[src/rtl/reset_pkg.sv]
// Shared state type and constants for the reset sequencer.
package reset_pkg;

    localparam int STATE_W = 3;

    localparam logic [15:0] RESET_VECTOR_DEFAULT = 16'hFFF0;

    typedef enum logic [STATE_W-1:0] {
        S_RESET,
        S_HOLD,
        S_LOAD,
        S_PREFETCH,
        S_RUN,
        S_FAULT
    } state_t;

endpackage

[src/rtl/reset_hold_deglitch.sv]
// Two-flop deglitcher for nrsthold: hold_rel rises only after two
// consecutive high samples, so a single-cycle high pulse never releases.
module reset_hold_deglitch (
    input  logic clk1,
    input  logic reset,
    input  logic nrsthold,
    output logic hold_rel
);

    logic sampleNew;
    logic sampleOld;

    always_ff @(posedge clk1 or posedge reset) begin
        if (reset) begin
            sampleNew <= 1'b0;
            sampleOld <= 1'b0;
        end else begin
            sampleNew <= nrsthold;
            sampleOld <= sampleNew;
        end
    end

    assign hold_rel = sampleNew & sampleOld;

endmodule

[src/rtl/reset_sequencer.sv]
// Reset sequencer: captures the reset vector while nrsthold is low, then
// loads the PC, launches the first fetch and releases the IR reset.
// Optional hold timeout fault is enabled by defining RESET_TIMEOUT_EN.
module reset_sequencer #(
    parameter int HOLD_TIMEOUT = 1024
) (
    input  logic        clk1,
    input  logic        reset,
    input  logic        nrsthold,
    input  logic [15:0] ibus,
    output logic [15:0] vector,
    output logic        pc_we,
    output logic        ir_rst,
    output logic        go_fetch,
    output logic        hold_fault
);

    import reset_pkg::*;

    state_t state;
    state_t nextState;
    logic   seen_low;
    logic   hold_rel;

    reset_hold_deglitch uDeglitch (
        .clk1     (clk1),
        .reset    (reset),
        .nrsthold (nrsthold),
        .hold_rel (hold_rel)
    );

    always_ff @(posedge clk1 or posedge reset) begin
        if (reset) begin
            state <= S_RESET;
        end else begin
            state <= nextState;
        end
    end

`ifdef RESET_TIMEOUT_EN
    logic [15:0] holdCount;
    logic        holdExpired;

    // Counter sits at zero outside S_HOLD, so every entry starts a fresh count.
    always_ff @(posedge clk1 or posedge reset) begin
        if (reset) begin
            holdCount <= '0;
        end else if (state != S_HOLD) begin
            holdCount <= '0;
        end else begin
            holdCount <= holdCount + 16'd1;
        end
    end

    assign holdExpired = (holdCount == 16'(HOLD_TIMEOUT - 1));
`endif

    // A low sample in S_RUN re-enters S_HOLD and is itself the first capture.
    always_ff @(posedge clk1 or posedge reset) begin
        if (reset) begin
            vector   <= 16'h0000;
            seen_low <= 1'b0;
        end else if ((state == S_HOLD || state == S_RUN) && !nrsthold) begin
            vector   <= ibus;
            seen_low <= 1'b1;
        end else if (state == S_LOAD) begin
            seen_low <= 1'b0;
        end
    end

    always_comb begin
        nextState = state;
        case (state)
            S_RESET:    nextState = S_HOLD;
            S_HOLD: begin
                if (seen_low && hold_rel) begin
                    nextState = S_LOAD;
                end
`ifdef RESET_TIMEOUT_EN
                else if (holdExpired) begin
                    nextState = S_FAULT;
                end
`endif
            end
            S_LOAD:     nextState = S_PREFETCH;
            S_PREFETCH: nextState = S_RUN;
            S_RUN: begin
                if (!nrsthold) begin
                    nextState = S_HOLD;
                end
            end
            S_FAULT:    nextState = S_FAULT;
            default:    nextState = S_RESET;
        endcase
    end

    // Outputs decode straight from state, so an async reset kills pulses at once.
    always_comb begin
        pc_we      = 1'b0;
        go_fetch   = 1'b0;
        ir_rst     = 1'b1;
        hold_fault = 1'b0;
        case (state)
            S_LOAD:     pc_we    = 1'b1;
            S_PREFETCH: go_fetch = 1'b1;
            S_RUN:      ir_rst   = 1'b0;
`ifdef RESET_TIMEOUT_EN
            S_FAULT:    hold_fault = 1'b1;
`endif
            default: begin
            end
        endcase
    end

endmodule

[config.mk]
export PLATFORM = sky130hd
export DESIGN_NAME = reset_sequencer
export DESIGN_NICKNAME = d
export VERILOG_FILES = /design/src/rtl/reset_pkg.sv /design/src/rtl/reset_hold_deglitch.sv /design/src/rtl/reset_sequencer.sv
export SDC_FILE = /design/constraint.sdc
export NUM_CORES = 1
export LEC_CHECK = 0
export BUFFER_PORTS_ARGS = -buffer_cell sky130_fd_sc_hd__buf_4
export CORE_MARGIN = 3
export CORE_UTILIZATION = 37
export DETAILED_ROUTE_END_ITERATION = 7
export GPL_TIMING_DRIVEN = 0
export MAX_ROUTING_LAYER = met4
export PLACE_DENSITY = 0.65
export RECOVER_POWER = 25
export REMOVE_ABC_BUFFERS = 1
export SYNTH_ARGS = -nofsm -noshare
export SYNTH_HDL_FRONTEND = slang
export SYNTH_SLANG_ARGS = --single-unit
[constraint.sdc]
create_clock -name clk1 -period 2.6 [get_ports clk1]
set_input_delay 0.78 -clock clk1 [delete_from_list [all_inputs] [get_ports clk1]]
set_output_delay 0.78 -clock clk1 [all_outputs]
set_load 0.02 [all_outputs]
==> impl_metrics.toml <==
[worst_setup_path]
rrSetupSlack_ps = 770
crit_fanout = 7
path_class = "reg2out"
cpPeakStageDelay_ps = 450
reg2regPathDepth = 3
cp.required_ps = 1820
worstSetupStartpointType = "register"
crit_chain = "nor2b_1, nand2_1, buf_4"
r2r-end = "vector[4]$_DFFE_PP0P_"
cp-end-kind = "primary output"
cp_data_arrival_time_ps = 1210
r2r-start = "state[0]$_DFFE_PP0P_"
slowest_stage = "dfrtp_1"

[cts]
cts_setup_buffers = 0
root_buffer = "clkbuf_4"
cts_sinks = 22
holdBufCountCts = 0
clock_tree.buffer_depth = 2
cts-resized-gates = 0
worstSkewPairLatency_ps = 300
tritoncts = "done"
cts_buffers = 3
cts_max_level = 1
cts.clk_slew.worst_paths_ps = 120

[routing]
wl_um = 1600
vias = 582
drt_drc_violations_left = 0
routed_via_density = 4.51
ant_nets = 0
dr.pass1.iters = 2
drt_iter0_markers = 11
wire_per_inst_um = 12.4

[placement]
io_buffers = 37
dp_cells = 125
dp_hpwl_um = 1170
pre_cts_ws_ps = 410
place_congestion = 0.852

[sta]
finalSetupTns_ps = 0
drv_slew = 0
hold_viol_final = 0
timing.final.ws_setup_ps = 611
clock.fmax_ghz = 0.503
period_share = 0.765
rsz0062_at_grt = "false"
setup_viol = 0
holdWs_ps = 382
fin_skew_ps = 2.53
maxSlewHeadroom = 0.427
tightest_slew_ps = 860
period_needed_ps = 1990

[grt]
grt_pass1_wl_um = 2680
grt.overflow.total = 0
antenna_found_initial = 0
grt_max_degree = 23
grt_pass1_vias = 575
grtUsageTotal = 0.110

[final_layout]
fill_cells = 200
layout_common_cells = "buf_4, dfrtp_1, mux2_4"
multiInputGateArea_um2 = 322
final-seq-area_um2 = 551
layout.cells.non_filler = 129
syn_to_final_growth_pct = 33.2
drive_gt1_frac = 0.554
antenna_cells = 0
mostFrequentLayoutCell = "buf_4"
nets = 121

[pwr]
total_power_mw = 1.58
power_density_nw_per_um2 = 1290
vdd_drop_max_mv = 0.558
static-leakage-power_nw = 0.619

[die]
dieArea_um2 = 3130
ios = 39
core_um2 = 2300
num_rows = 17
dieHeight_um = 55.9
die_w_um = 55.9
start_util = 0.401

[synth]
synth_edf_count = 0
synthesis.area_um2 = 922
async_flop_share = 1.00
avgSynthCellArea_um2 = 14.6
yosysUniqueCellTypes = 20
ys.flop_type = "dfrtp_1"
synth_warnings = 0
ys_seq_elements = 22
syn_inst = 63
synth_seq_area_share = 0.597

[worst_hold_path]
hp-class = "reg2reg"
hold_end = "uDeglitch.sampleOld$_DFF_PP0_"
min-delay-start = "uDeglitch.sampleNew$_DFF_PP0_"
whs_path_depth = 0

[status]
status = "finished clean"

[flow_run]
drv_cap = 0
## metal layers
| metal | global-route usage | share of wire | up-vias |
|---|---|---|---|
| li1 | - | - | 287 |
| met1 | 0.153 | 0.46 | 267 |
| met3 | 0.0418 | 0.095 | 2 |
| met2 | 0.150 | 0.44 | 26 |
| met5 | - | 0 | - |
| met4 | 0.0305 | 0.0044 | 0 |
## registers in the layout, summed over array words and instances (netlist names)
signal	count
uDeglitch.sampleOld	1
state	3
vector	16
seen_low	1
uDeglitch.sampleNew	1
## Yosys cell counts (2+ instances only)
master / instances / area (um^2)
dfrtp_1: 22 / 551
mux2_4: 9 / 135
mux2_2: 7 / 78.8
a21oi_1: 3 / 15.0
inv_1: 3 / 11.3
nand2_1: 3 / 11.3
nand2b_1: 2 / 12.5
nor2_1: 2 / 7.51
## kinds of logic (layout without fill, tap and decap cells)
logic type / Yosys count / count (layout) / share of synthesized area
other: 1 / 1 / 0.00407
muxes: 16 / 16 / 0.232
buffers and inverters: 6 / 44 / 0.0543
AOI/OAI and AO/OA: 6 / 6 / 0.0407
DFF: 22 / 22 / 0.597
xor gates and xnor gates: 1 / 1 / 0.00950
and+or+nand+nor: 11 / 11 / 0.0624
## cell type report
class,count,share of cell area
clock buffer,4,0.0295
timing repair buffer,37,0.223
sequential,22,0.448
inverter,3,0.00916
tap,28,0.0285
multi-input combinational,35,0.262
## power breakdown
| part | internal (mW) | switching, mW |
|---|---|---|
| sequential | 0.495 | 0.0908 |
| clock | 0.0853 | 0.0963 |
| combinational | 0.439 | 0.374 |
## worst max-delay path by stage
stage / start / end / slack, ps / cells past startpoint
finish: state[1]$_DFFE_PP0P_ / ir_rst / 610 / 3
global route: state[2]$_DFFE_PP0P_ / go_fetch / 500 / 3
CTS: state[2]$_DFFE_PP0P_ / pc_we / 610 / 3
detailed placement: nrsthold / vector[10]$_DFFE_PP0P_ / 410 / 3
global placement: nrsthold / vector[9]$_DFFE_PP0P_ / 420 / 3
floorplan: nrsthold / vector[0]$_DFFE_PP0P_ / 670 / 2
## per-stage QoR
| stage | utilization | instance area [um^2] |
|---|---|---|
| after floorplan | - | 883 |
| after CTS | 0.536 | 1230 |
| after global routing | 0.535 | 1230 |
| after global placement | 0.521 | 1200 |
| after detailed placement | 0.521 | 1200 |
| final | 0.535 | 1230 |
## worst max-delay path: cells and delay by family (launching register included)
kind | cells | cell delay [ps]
buffers and inverters | 1 | 160
DFF | 1 | 450
and+or+nand+nor | 2 | 300
(Power assumes the default switching activity.)
